<file path="config.mk">
export PLATFORM = sky130hd
export DESIGN_NAME = bch_sys_encoder
export DESIGN_NICKNAME = d
export VERILOG_FILES = /design/src/rtl/bch_sys_encoder.sv
export SDC_FILE = /design/constraint.sdc
export NUM_CORES = 1
export LEC_CHECK = 0
export CAP_MARGIN = 20
export CORE_ASPECT_RATIO = 1.5
export CORE_MARGIN = 4
export CORE_UTILIZATION = 30
export CTS_BUF_LIST = sky130_fd_sc_hd__clkbuf_8
export DETAILED_ROUTE_END_ITERATION = 16
export GPL_TIMING_DRIVEN = 0
export REMOVE_ABC_BUFFERS = 1
export SYNTH_ARGS = -nofsm -noshare
export SYNTH_HDL_FRONTEND = slang
export SYNTH_SLANG_ARGS = --single-unit
</file>
<file path="constraint.sdc">
create_clock -name clk -period 1.75 [get_ports clk]
set_input_delay 0.35 -clock clk [delete_from_list [all_inputs] [get_ports clk]]
set_output_delay 0.35 -clock clk [all_outputs]
set_load 0.01 [all_outputs]
</file>
<file path="src/rtl/bch_sys_encoder.sv">
// Bit-serial systematic BCH encoder: the message passes through MSB-first, then the
// remainder of m(x)*x^PAR_LEN mod g(x) is appended MSB-first from the division LFSR.
module bch_sys_encoder #(
    parameter int                 DATA_LEN = 7,
    parameter int                 PAR_LEN  = 8,
    parameter logic [PAR_LEN-1:0] GEN_POLY = 8'hD1,
    parameter int                 CNT_W    = 13
) (
    input  logic clk,
    input  logic rst_n,
    input  logic in_valid,
    output logic in_ready,
    input  logic in_bit,
    output logic out_valid,
    input  logic out_ready,
    output logic out_bit,
    output logic out_first,
    output logic out_last
);
    localparam logic [0:0] S_DATA   = 1'b0;
    localparam logic [0:0] S_PARITY = 1'b1;

    localparam logic [CNT_W-1:0] DATA_LAST = CNT_W'(DATA_LEN - 1);
    localparam logic [CNT_W-1:0] PAR_LAST  = CNT_W'(PAR_LEN - 1);

    logic [0:0]         state;
    logic [PAR_LEN-1:0] lfsr;
    logic [CNT_W-1:0]   count;

    logic               slot_free;
    logic               load_data;
    logic               load_par;
    logic               fb;
    logic [PAR_LEN-1:0] lfsr_div;

    // The output register is the only storage stage; a slot opens when it is empty or draining.
    assign slot_free = ~out_valid | out_ready;
    assign in_ready  = (state == S_DATA) & slot_free;
    assign load_data = in_valid & in_ready;
    assign load_par  = (state == S_PARITY) & slot_free;

    assign fb       = in_bit ^ lfsr[PAR_LEN-1];
    assign lfsr_div = {lfsr[PAR_LEN-2:0], 1'b0} ^ (fb ? GEN_POLY : '0);

    always_ff @(posedge clk or negedge rst_n) begin
        if (!rst_n) begin
            state     <= S_DATA;
            lfsr      <= '0;
            count     <= '0;
            out_valid <= 1'b0;
            out_bit   <= 1'b0;
            out_first <= 1'b0;
            out_last  <= 1'b0;
        end else if (load_data) begin
            out_bit   <= in_bit;
            out_valid <= 1'b1;
            out_first <= (count == '0);
            out_last  <= 1'b0;
            lfsr      <= lfsr_div;
            if (count == DATA_LAST) begin
                count <= '0;
                state <= S_PARITY;
            end else begin
                count <= count + 1'b1;
            end
        end else if (load_par) begin
            // Shifting out the remainder leaves the LFSR zeroed for the next codeword.
            out_bit   <= lfsr[PAR_LEN-1];
            out_valid <= 1'b1;
            out_first <= 1'b0;
            out_last  <= (count == PAR_LAST);
            lfsr      <= {lfsr[PAR_LEN-2:0], 1'b0};
            if (count == PAR_LAST) begin
                count <= '0;
                state <= S_DATA;
            end else begin
                count <= count + 1'b1;
            end
        end else if (slot_free) begin
            out_valid <= 1'b0;
        end
    end
endmodule

</file>
==> results.py <==
metrics = {
    "timing": {
        "max_slew.worst_pin.slew_ns": 0.628,
        "relSlewSlack": 0.580,
        "report.final.hold_viol_count": 0,
        "finClkSkew_ns": 0.00185,
        "period_share": 0.923,
        "rsz0062_at_grt": "false",
        "finalSetupViolations": 0,
        "period_needed_ns": 1.61,
        "drv_slew": 0,
        "fmax_mhz": 619,
        "setup_tns_ns": 0,
    },
    "detailed_routing": {
        "top_layer_used": "met4",
        "ant_nets": 0,
        "drt_iter0_markers": 39,
        "drt-met1-wl_um": 965,
        "drc": 0,
        "routed-via-count": 912,
        "wirelength_mm": 2.40,
        "met3_wirelength_um": 87,
        "wire_per_inst_um": 13.2,
        "detail_route.first_pass.iterations": 4,
        "wl_met2_mm": 1.30,
        "viasPerCell": 5.01,
    },
    "clock_tree": {
        "clock-root-buffer": "clkbuf_8",
        "htreeDepth": 1,
        "hold_buffers": 0,
        "clkTransAtPathRegs_ns": 0.09,
        "cts_buffers": 3,
        "cts_tree": "done",
        "clock-sinks": 26,
        "cts_max_path_buffers": 2,
        "clock_latency_ns": 0.27,
    },
    "power": {
        "p_per_area_nw_per_um2": 1380,
        "total_power_mw": 2.08,
        "ir_drop_mv": 0.699,
        "p_leak_nw": 0.667,
    },
    "synthesis": {
        "ys.warnings.count": 0,
        "syn_inst": 125,
        "ys_seq_area_frac": 0.512,
        "yosysTopAreaCell": "dfrtp_1",
        "synth_edf_count": 0,
        "ys_seq_elements": 26,
        "synth-main-ff-cell": "dfrtp_1",
        "synth_area_um2": 1270,
        "syn_area_per_cell_um2": 10.2,
        "synth_cell_types": 32,
        "async_flop_share": 1.00,
        "yosys-top-cells-area": "dfrtp_1, nand2_1, xnor2_1",
        "synth_top_area_frac": 0.512,
    },
    "floorplan": {
        "die_w_um": 61.1,
        "pin_count": 10,
        "start_util": 0.315,
        "die_area_um2": 5360,
        "design.core.area_um2": 4030,
        "rows": 28,
        "fp.dieH_um": 87.7,
    },
    "critical_path": {
        "critPathMaxStageDelay_ns": 0.46,
        "critPathTopFamily": "buffers and inverters",
        "slowest_stage": "clkdlybuf4s50_1",
        "worstPathRequired_ns": 1.40,
        "endpoint_kind": "output port",
        "path_max_fanout": 2,
        "critPathLaunchType": "input port",
        "crit_arrival_ns": 1.26,
        "path_class": "input port to output port",
        "crit_chain": "clkdlybuf4s50_1 > nor2b_4 > nor2_1 > dlygate4sd2_1",
        "cp.buffers_inverters": 2,
    },
    "cells_and_area": {
        "area_growth_pct": 19.1,
        "instances_no_fill": 182,
        "n_fill_cell": 423,
        "finalNetCount": 146,
        "final_common_cell": "nand2_1",
        "postLayoutCoreUtil": 0.375,
        "layout_common_cells": "nand2_1, dfrtp_1, xnor2_1, nand3_1, clkdlybuf4s50_1",
        "drive_gt1_frac": 0.131,
        "n_antenna_cell": 0,
    },
    "global_route": {
        "grt_overflow_total": 0,
        "first_global_vias": 974,
        "track_usage": 0.108,
        "grt_pass1_wl_mm": 4.40,
        "antenna_found_initial": 0,
        "grt_max_degree": 17,
    },
    "job": {
        "cap_violations": 0,
    },
    "placement": {
        "place_inst": 177,
        "place_congestion": 0.808,
        "numPortBuffers": 9,
        "dp_hpwl_mm": 1.86,
    },
    "worst_hold_path": {
        "hp-class": "input port to async pin",
    },
    "outcome": {
        "status": "finished clean",
    },
}
area by class of cell:
cell class	count	area, µm²	share of cell area
clock inverter	1	30.0	0.0199
clock buffer	3	41.3	0.0273
multi-input combinational	93	599	0.396
sequential	26	651	0.430
timing repair buffer	11	124	0.0819
tap	45	56.3	0.0372
inverter	3	11.3	0.00744
worst register-to-register path, stage by stage (launching register included):
cell and delay, ns:
dfrtp_1 0.46, nor4_2 0.44, nand4_1 0.17, a21oi_2 0.22
o22ai_1 0.12
per-layer routing:
metal | vias up | global-route usage
li1 | 449 | -
met1 | 441 | 0.131
met2 | 17 | 0.184
met3 | 5 | 0.0206
met4 | 0 | 0.0414
met5 | - | 0
power by group:
group	total, mW	internal, mW	switching [mW]
sequential	0.962	0.777	0.185
clock	0.494	0.306	0.187
combinational	0.627	0.284	0.344
state kept, by name (all words and copies together) (netlist names):
signal     flops
out_last       1
lfsr           8
state          1
out_first      1
count         13
out_bit        1
out_valid      1
worst paths after layout:
path,startpoint,end,slack [ns],cells after the start
max,out_ready,in_ready,0.14,4
min,rst_n,count[12]$_DFFE_PN0P_,0.46,1
max reg2reg,count[9]$_DFFE_PN0P_,count[1]$_DFFE_PN0P_,0.23,4
min reg2reg,lfsr[2]$_DFFE_PN0P_,lfsr[3]$_DFFE_PN0P_,0.48,2
max in group asynchronous,rst_n,out_valid$_DFFE_PN0P_,0.80,2
min in group clk,lfsr[2]$_DFFE_PN0P_,lfsr[3]$_DFFE_PN0P_,0.48,2
timing repair:
action	in CTS	in global routing
resized for setup	3	1
buffers inserted	1	0
cloned	0	0
hold endpoints to repair	0	0
endpoints found under the setup margin	2	1
synth_stat cells (2+ instances only):
library cell,number
a21oi_1,2
and3_1,2
buf_4,2
dfrtp_1,26
ha_1,3
inv_1,3
nand2_1,27
nand3_1,8
nand4_1,6
nor2_1,2
nor2_2,2
nor2b_2,2
nor4_2,2
o21ai_1,8
xnor2_1,9
xor2_1,5
metrics by stage:
stage          area, µm²  setup WS (ns)  hold WS, ns
2_1_floorplan       1250          0.370       0.0544
3_3_place_gp        1400         -0.351        0.455
3_5_place_dp        1420         -0.354        0.468
4_1_cts             1510          0.102        0.472
5_1_grt             1510         0.0515        0.496
6_report            1510          0.135        0.463
cell families after synthesis:
kind of cell	synth area share
AOI/OAI and AO/OA	0.0808
DFF	0.512
and+or+nand+nor	0.256
buffers and inverters	0.0246
xor gates and xnor gates	0.0966
adders and majority gates	0.0296
Power figures use the tool's default switching activity.
